`src/rtl/mem_arb_pkg.sv`:
```
// Shared definitions for the data-memory arbiter: read-owner encoding and
// the legal range of the DMA starvation limit.
package mem_arb_pkg;

    localparam int unsigned OWNER_W      = 2;
    localparam int unsigned WAIT_CNT_W   = 4;
    localparam int unsigned MAX_WAIT_MIN = 1;
    localparam int unsigned MAX_WAIT_MAX = 15;

    typedef enum logic [OWNER_W-1:0] {
        OWN_NONE = 2'd0,
        OWN_CPU  = 2'd1,
        OWN_DMA  = 2'd2
    } owner_e;

    // Owner of a granted access, or OWN_NONE when it is not a read.
    function automatic owner_e read_owner(input logic cpu_win, input logic cpu_we,
                                          input logic dma_win, input logic dma_we);
        owner_e owner;
        owner = OWN_NONE;
        if (cpu_win && !cpu_we) begin
            owner = OWN_CPU;
        end else if (dma_win && !dma_we) begin
            owner = OWN_DMA;
        end
        return owner;
    endfunction

endpackage

```
`src/rtl/arb_prio_guard.sv`:
```
// Per-cycle winner select between CPU and DMA: CPU has priority, but a DMA
// request denied MAX_WAIT consecutive cycles wins the next contested cycle.
module arb_prio_guard
    import mem_arb_pkg::*;
#(
    parameter int unsigned MAX_WAIT = 4
) (
    input  logic                  clk,
    input  logic                  rst,
    input  logic                  cpu_req,
    input  logic                  dma_req,
    output logic                  cpu_win,
    output logic                  dma_win,
    output logic [WAIT_CNT_W-1:0] wait_cnt
);

    if (MAX_WAIT < MAX_WAIT_MIN || MAX_WAIT > MAX_WAIT_MAX) begin : g_bad_max_wait
        $error("arb_prio_guard: MAX_WAIT out of range 1..15");
    end

    localparam logic [WAIT_CNT_W-1:0] WAIT_LIMIT = WAIT_CNT_W'(MAX_WAIT);

    logic                  at_limit;
    logic [WAIT_CNT_W-1:0] wait_cnt_next;

    // Winner select; both grants are held low while reset is asserted.
    always_comb begin
        at_limit = (wait_cnt == WAIT_LIMIT);
        dma_win  = 1'b0;
        cpu_win  = 1'b0;
        if (!rst) begin
            dma_win = dma_req && (!cpu_req || at_limit);
            cpu_win = cpu_req && !dma_win;
        end
    end

    // Starvation counter: counts only cycles where DMA asked and CPU took the slot.
    always_comb begin
        wait_cnt_next = wait_cnt;
        if (!dma_req || dma_win) begin
            wait_cnt_next = '0;
        end else if (cpu_win && !at_limit) begin
            wait_cnt_next = wait_cnt + WAIT_CNT_W'(1);
        end
    end

    always_ff @(posedge clk or posedge rst) begin
        if (rst) begin
            wait_cnt <= '0;
        end else begin
            wait_cnt <= wait_cnt_next;
        end
    end

endmodule

```
`src/rtl/data_mem_arbiter.sv`:
```
// Shares the single-port data memory between the CPU load/store port and the
// DMA/debug port, and steers read data back to whichever port issued the read.
module data_mem_arbiter
    import mem_arb_pkg::*;
#(
    parameter int unsigned ADDR_W   = 32,
    parameter int unsigned DATA_W   = 32,
    parameter int unsigned MAX_WAIT = 4
) (
    input  logic              clk,
    input  logic              rst,

    input  logic              cpu_req,
    input  logic              cpu_we,
    input  logic [ADDR_W-1:0] cpu_addr,
    input  logic [DATA_W-1:0] cpu_wdata,
    output logic              cpu_gnt,
    output logic              cpu_rvalid,
    output logic [DATA_W-1:0] cpu_rdata,

    input  logic              dma_req,
    input  logic              dma_we,
    input  logic [ADDR_W-1:0] dma_addr,
    input  logic [DATA_W-1:0] dma_wdata,
    output logic              dma_gnt,
    output logic              dma_rvalid,
    output logic [DATA_W-1:0] dma_rdata,

    output logic              mem_read,
    output logic              mem_write,
    output logic [ADDR_W-1:0] mem_addr,
    output logic [DATA_W-1:0] mem_wdata,
    input  logic [DATA_W-1:0] mem_rdata
);

    logic                  cpu_win;
    logic                  dma_win;
    logic [WAIT_CNT_W-1:0] wait_cnt;
    owner_e                rd_owner;
    owner_e                rd_owner_next;
    logic [DATA_W-1:0]     cpu_rdata_q;
    logic [DATA_W-1:0]     dma_rdata_q;

    arb_prio_guard #(
        .MAX_WAIT (MAX_WAIT)
    ) u_guard (
        .clk      (clk),
        .rst      (rst),
        .cpu_req  (cpu_req),
        .dma_req  (dma_req),
        .cpu_win  (cpu_win),
        .dma_win  (dma_win),
        .wait_cnt (wait_cnt)
    );

    assign cpu_gnt = cpu_win;
    assign dma_gnt = dma_win;

    // Memory-side mux driven from the winner's payload; idle when nobody wins.
    always_comb begin
        mem_read  = 1'b0;
        mem_write = 1'b0;
        mem_addr  = '0;
        mem_wdata = '0;
        if (cpu_win) begin
            mem_read  = !cpu_we;
            mem_write = cpu_we;
            mem_addr  = cpu_addr;
            mem_wdata = cpu_wdata;
        end else if (dma_win) begin
            mem_read  = !dma_we;
            mem_write = dma_we;
            mem_addr  = dma_addr;
            mem_wdata = dma_wdata;
        end
    end

    always_comb begin
        rd_owner_next = read_owner(cpu_win, cpu_we, dma_win, dma_we);
    end

    // rd_owner marks the cycle in which mem_rdata belongs to a requester;
    // the hold registers keep the last returned word for each port.
    always_ff @(posedge clk or posedge rst) begin
        if (rst) begin
            rd_owner    <= OWN_NONE;
            cpu_rdata_q <= '0;
            dma_rdata_q <= '0;
        end else begin
            rd_owner <= rd_owner_next;
            if (rd_owner == OWN_CPU) begin
                cpu_rdata_q <= mem_rdata;
            end
            if (rd_owner == OWN_DMA) begin
                dma_rdata_q <= mem_rdata;
            end
        end
    end

    // Return path: memory data arrives the cycle after the grant, so it is
    // forwarded directly to the owner during that cycle.
    always_comb begin
        cpu_rvalid = (rd_owner == OWN_CPU);
        dma_rvalid = (rd_owner == OWN_DMA);
        cpu_rdata  = cpu_rvalid ? mem_rdata : cpu_rdata_q;
        dma_rdata  = dma_rvalid ? mem_rdata : dma_rdata_q;
    end

endmodule
```
`config.mk`:
```
export PLATFORM = sky130hd
export DESIGN_NAME = data_mem_arbiter
export DESIGN_NICKNAME = d
export VERILOG_FILES = /design/src/rtl/mem_arb_pkg.sv /design/src/rtl/arb_prio_guard.sv /design/src/rtl/data_mem_arbiter.sv
export SDC_FILE = /design/constraint.sdc
export NUM_CORES = 1
export LEC_CHECK = 0
export CORE_AREA = 2 2 117 119
export CTS_CLUSTER_DIAMETER = 60
export CTS_CLUSTER_SIZE = 16
export DETAILED_ROUTE_END_ITERATION = 7
export DIE_AREA = 0 0 119 121
export DONT_BUFFER_PORTS = 1
export GPL_ROUTABILITY_DRIVEN = 1
export PLACE_DENSITY_LB_ADDON = 0.08
export SYNTH_ARGS = -nofsm -noshare
export SYNTH_HDL_FRONTEND = slang
export SYNTH_SLANG_ARGS = --single-unit
```
`constraint.sdc`:
```
create_clock -name clk -period 7.2 [get_ports clk]
set_clock_uncertainty 0.15 [all_clocks]
set_input_delay 1.44 -clock clk [delete_from_list [all_inputs] [get_ports clk]]
set_output_delay 1.44 -clock clk [all_outputs]
set_load 0.005 [all_outputs]
```
==> impl_metrics.env <==
export IMPL_status="completed"
export IMPL_seqCellArea_sq_um=1750
export IMPL_ys_seq_elements=70
export IMPL_cp_depth=4
export IMPL_tightest_slew_ps=1060
export IMPL_via_per_inst=5.36
export IMPL_first_pass_iters=4
export IMPL_start_kind="primary input"
export IMPL_core_sq_um=13100
export IMPL_p_leak_nw=1.60
export IMPL_worstSetupPathType="primary input to output pin"
export IMPL_period_share_pct=60.6
export IMPL_hold_violations=0
export IMPL_dp_final_hpwl_um=9800
export IMPL_h_tree_depth=3
export IMPL_fillers=1351
export IMPL_finish_instance_area_sq_um=3830
export IMPL_vias=2276
export IMPL_yosysSeqAreaShare_pct=52.0
export IMPL_wire_per_inst_um=28.9
export IMPL_die_x_um=119
export IMPL_gp_congestion=0.881
export IMPL_ant_nets=0
export IMPL_cts_root_buf="clkbuf_16"
export IMPL_cp_end_kind="output pin"
export IMPL_antenna_found_initial=1
export IMPL_cts_setup_buffers=0
export IMPL_clock_latency_ps=330
export IMPL_drive_gt1_share_pct=34.9
export IMPL_clock_fmax_ghz=0.229
export IMPL_io_pin_count=300
export IMPL_cp_arrival_ps=2780
export IMPL_multiInputGateArea_sq_um=1490
export IMPL_syn_nets=420
export IMPL_tritoncts="built"
export IMPL_die_h_um=121
export IMPL_drv_cap=0
export IMPL_rsz0062_at_grt="false"
export IMPL_overflow=0
export IMPL_start_util_pct=25.7
export IMPL_grt_use_total_pct=16.6
export IMPL_postSynthAreaPerCell_sq_um=13.4
export IMPL_finalNetCount=412
export IMPL_drc=0
export IMPL_grt_first_pass_wirelength_um=17000
export IMPL_clockBufferDepth=2
export IMPL_wirelength_um=12300
export IMPL_required_ps=5610
export IMPL_synth_edff_count=0
export IMPL_cp_num_buf_inv=1
export IMPL_cts_resized=0
export IMPL_cpMaxStageDelayCell="buf_4"
export IMPL_grt_max_degree=72
export IMPL_yosys_most_used_dff="dfrtp_1"
export IMPL_whs_path_depth=1
export IMPL_ir_worst_vdd_uv=106
export IMPL_min_path_type="flip-flop to flip-flop"
export IMPL_clk_pin_slew_worst_paths_ps=50
export IMPL_cp_slowest_stage_delay_ps=540
export IMPL_post_route_min_period_ps=4370
export IMPL_path_cells="nor2b_1 > o21a_2 > buf_4 > a22o_1"
export IMPL_initialDrtViolationCount=103
export IMPL_syn_cell_area_sq_um=3370
export IMPL_dpl_cell_area_sq_um=3510
export IMPL_portBuffers=0
export IMPL_cts_made_buffers=9
export IMPL_crit_fanout=68
export IMPL_yosys_cell_types_count=25
export IMPL_cts_sinks=70
export IMPL_fin_util_pct=29.3
export IMPL_first_global_vias=2456
export IMPL_slew_viol_final=0
export IMPL_dieArea_sq_um=14400
export IMPL_synth_cells=252
export IMPL_cts_hold_buf=0
export IMPL_row_count=42
export IMPL_power_density_nw_per_um2=302
export IMPL_syn2layout_area_growth_pct=13.9
export IMPL_relSlewSlack_pct=29.2
export IMPL_reg2reg_depth=6
export IMPL_setup_tns_final_ps=0
export IMPL_ys_warn_count=0
export IMPL_synth_async_reset_ratio_pct=100
export IMPL_antenna_cells=0
export IMPL_finalSetupViolations=0
export IMPL_cp_top_family="compound AO/OA/AOI/OAI gates"
==> cell type report <==
cell class / count / area share, %
clock buffers: 11 / 6.33
clock inverters: 5 / 2.12
inverters: 7 / 0.685
multi-input cells: 153 / 38.9
flip-flops and latches: 70 / 45.7
well taps: 176 / 5.74
repair buffers: 3 / 0.587
==> cell usage in the layout, fill, tap and decap left out, drive strengths merged <==
| cell | count |
|---|---|
| nand4b | 1 |
| ha | 2 |
| and3 | 1 |
| nor3 | 1 |
| clkinv | 1 |
| a211oi | 1 |
| a21o | 2 |
| nor2 | 1 |
| a22o | 66 |
| o21a | 1 |
| nand3b | 1 |
| buf | 3 |
| nand2b | 2 |
| mux2 | 64 |
| and2 | 2 |
| clkinvlp | 1 |
| clkbuf | 11 |
| inv | 8 |
| bufinv | 2 |
| a32o | 2 |
| nor2b | 3 |
| a21oi | 1 |
| dfrtp | 70 |
| nand3 | 1 |
| a22oi | 1 |
==> per-layer routing <==
metal	vias to the layer above	wire length (um)	track usage (%)
met5	-	11	0
met4	2	153	5.06
met3	9	1910	11.7
met2	171	5820	25.8
met1	1155	4380	18.1
li1	939	-	-
==> Yosys cell counts, types with 2 or more instances <==
cell	number	area, sq um
dfrtp_1	70	1750
a22o_1	66	578
mux2_2	64	721
buf_2	14	70.1
inv_1	7	26.3
clkbuf_1	3	11.3
nor2b_1	3	18.8
a21o_1	2	15.0
a32o_1	2	20.0
and2_1	2	12.5
buf_1	2	7.51
buf_6	2	22.5
ha_1	2	25.0
nand2b_1	2	12.5
==> through the flow <==
stage	hold slack, ps	total power [mW]	instances	worst slack [ps]
2_1_floorplan	335	0.643	252	3280
3_3_place_gp	350	0.694	409	2910
3_5_place_dp	355	0.696	409	2870
4_1_cts	368	1.18	425	2860
5_1_grt	375	1.22	425	2710
6_report	363	1.16	425	2830
==> worst paths after layout <==
check                                          from              end  slack [ps]
worst max-delay path                        cpu_req     mem_addr[30]        2830
worst min-delay path                 cpu_rdata_q[6]   cpu_rdata_q[6]         360
worst max register to register  u_guard.wait_cnt[0]      rd_owner[1]        5100
worst min register to register       cpu_rdata_q[6]   cpu_rdata_q[6]         360
max in group asynchronous                       rst  dma_rdata_q[18]        5170
min in group asynchronous                       rst   cpu_rdata_q[0]        1110
==> report_power, final <==
part           leakage [nW]  switching (mW)  internal (mW)
combinational         0.613           0.110         0.0838
clock                 0.156           0.164          0.313
sequential            0.835          0.0164          0.471
total                  1.60           0.291          0.868
==> state kept, by name, indices dropped and copies added (netlist names) <==
signal / cells
cpu_rdata_q: 32
dma_rdata_q: 32
u_guard.wait_cnt: 4
rd_owner: 2
==> kinds of logic after synthesis <==
kind of cell / Yosys count / synth area share (%)
compound gates: 74 / 19.2
simple gates: 13 / 2.38
flops: 70 / 52.0
buf+inv: 29 / 4.31
mux: 64 / 21.4
fa+ha+maj: 2 / 0.743
Power figures use the tool's default switching activity.
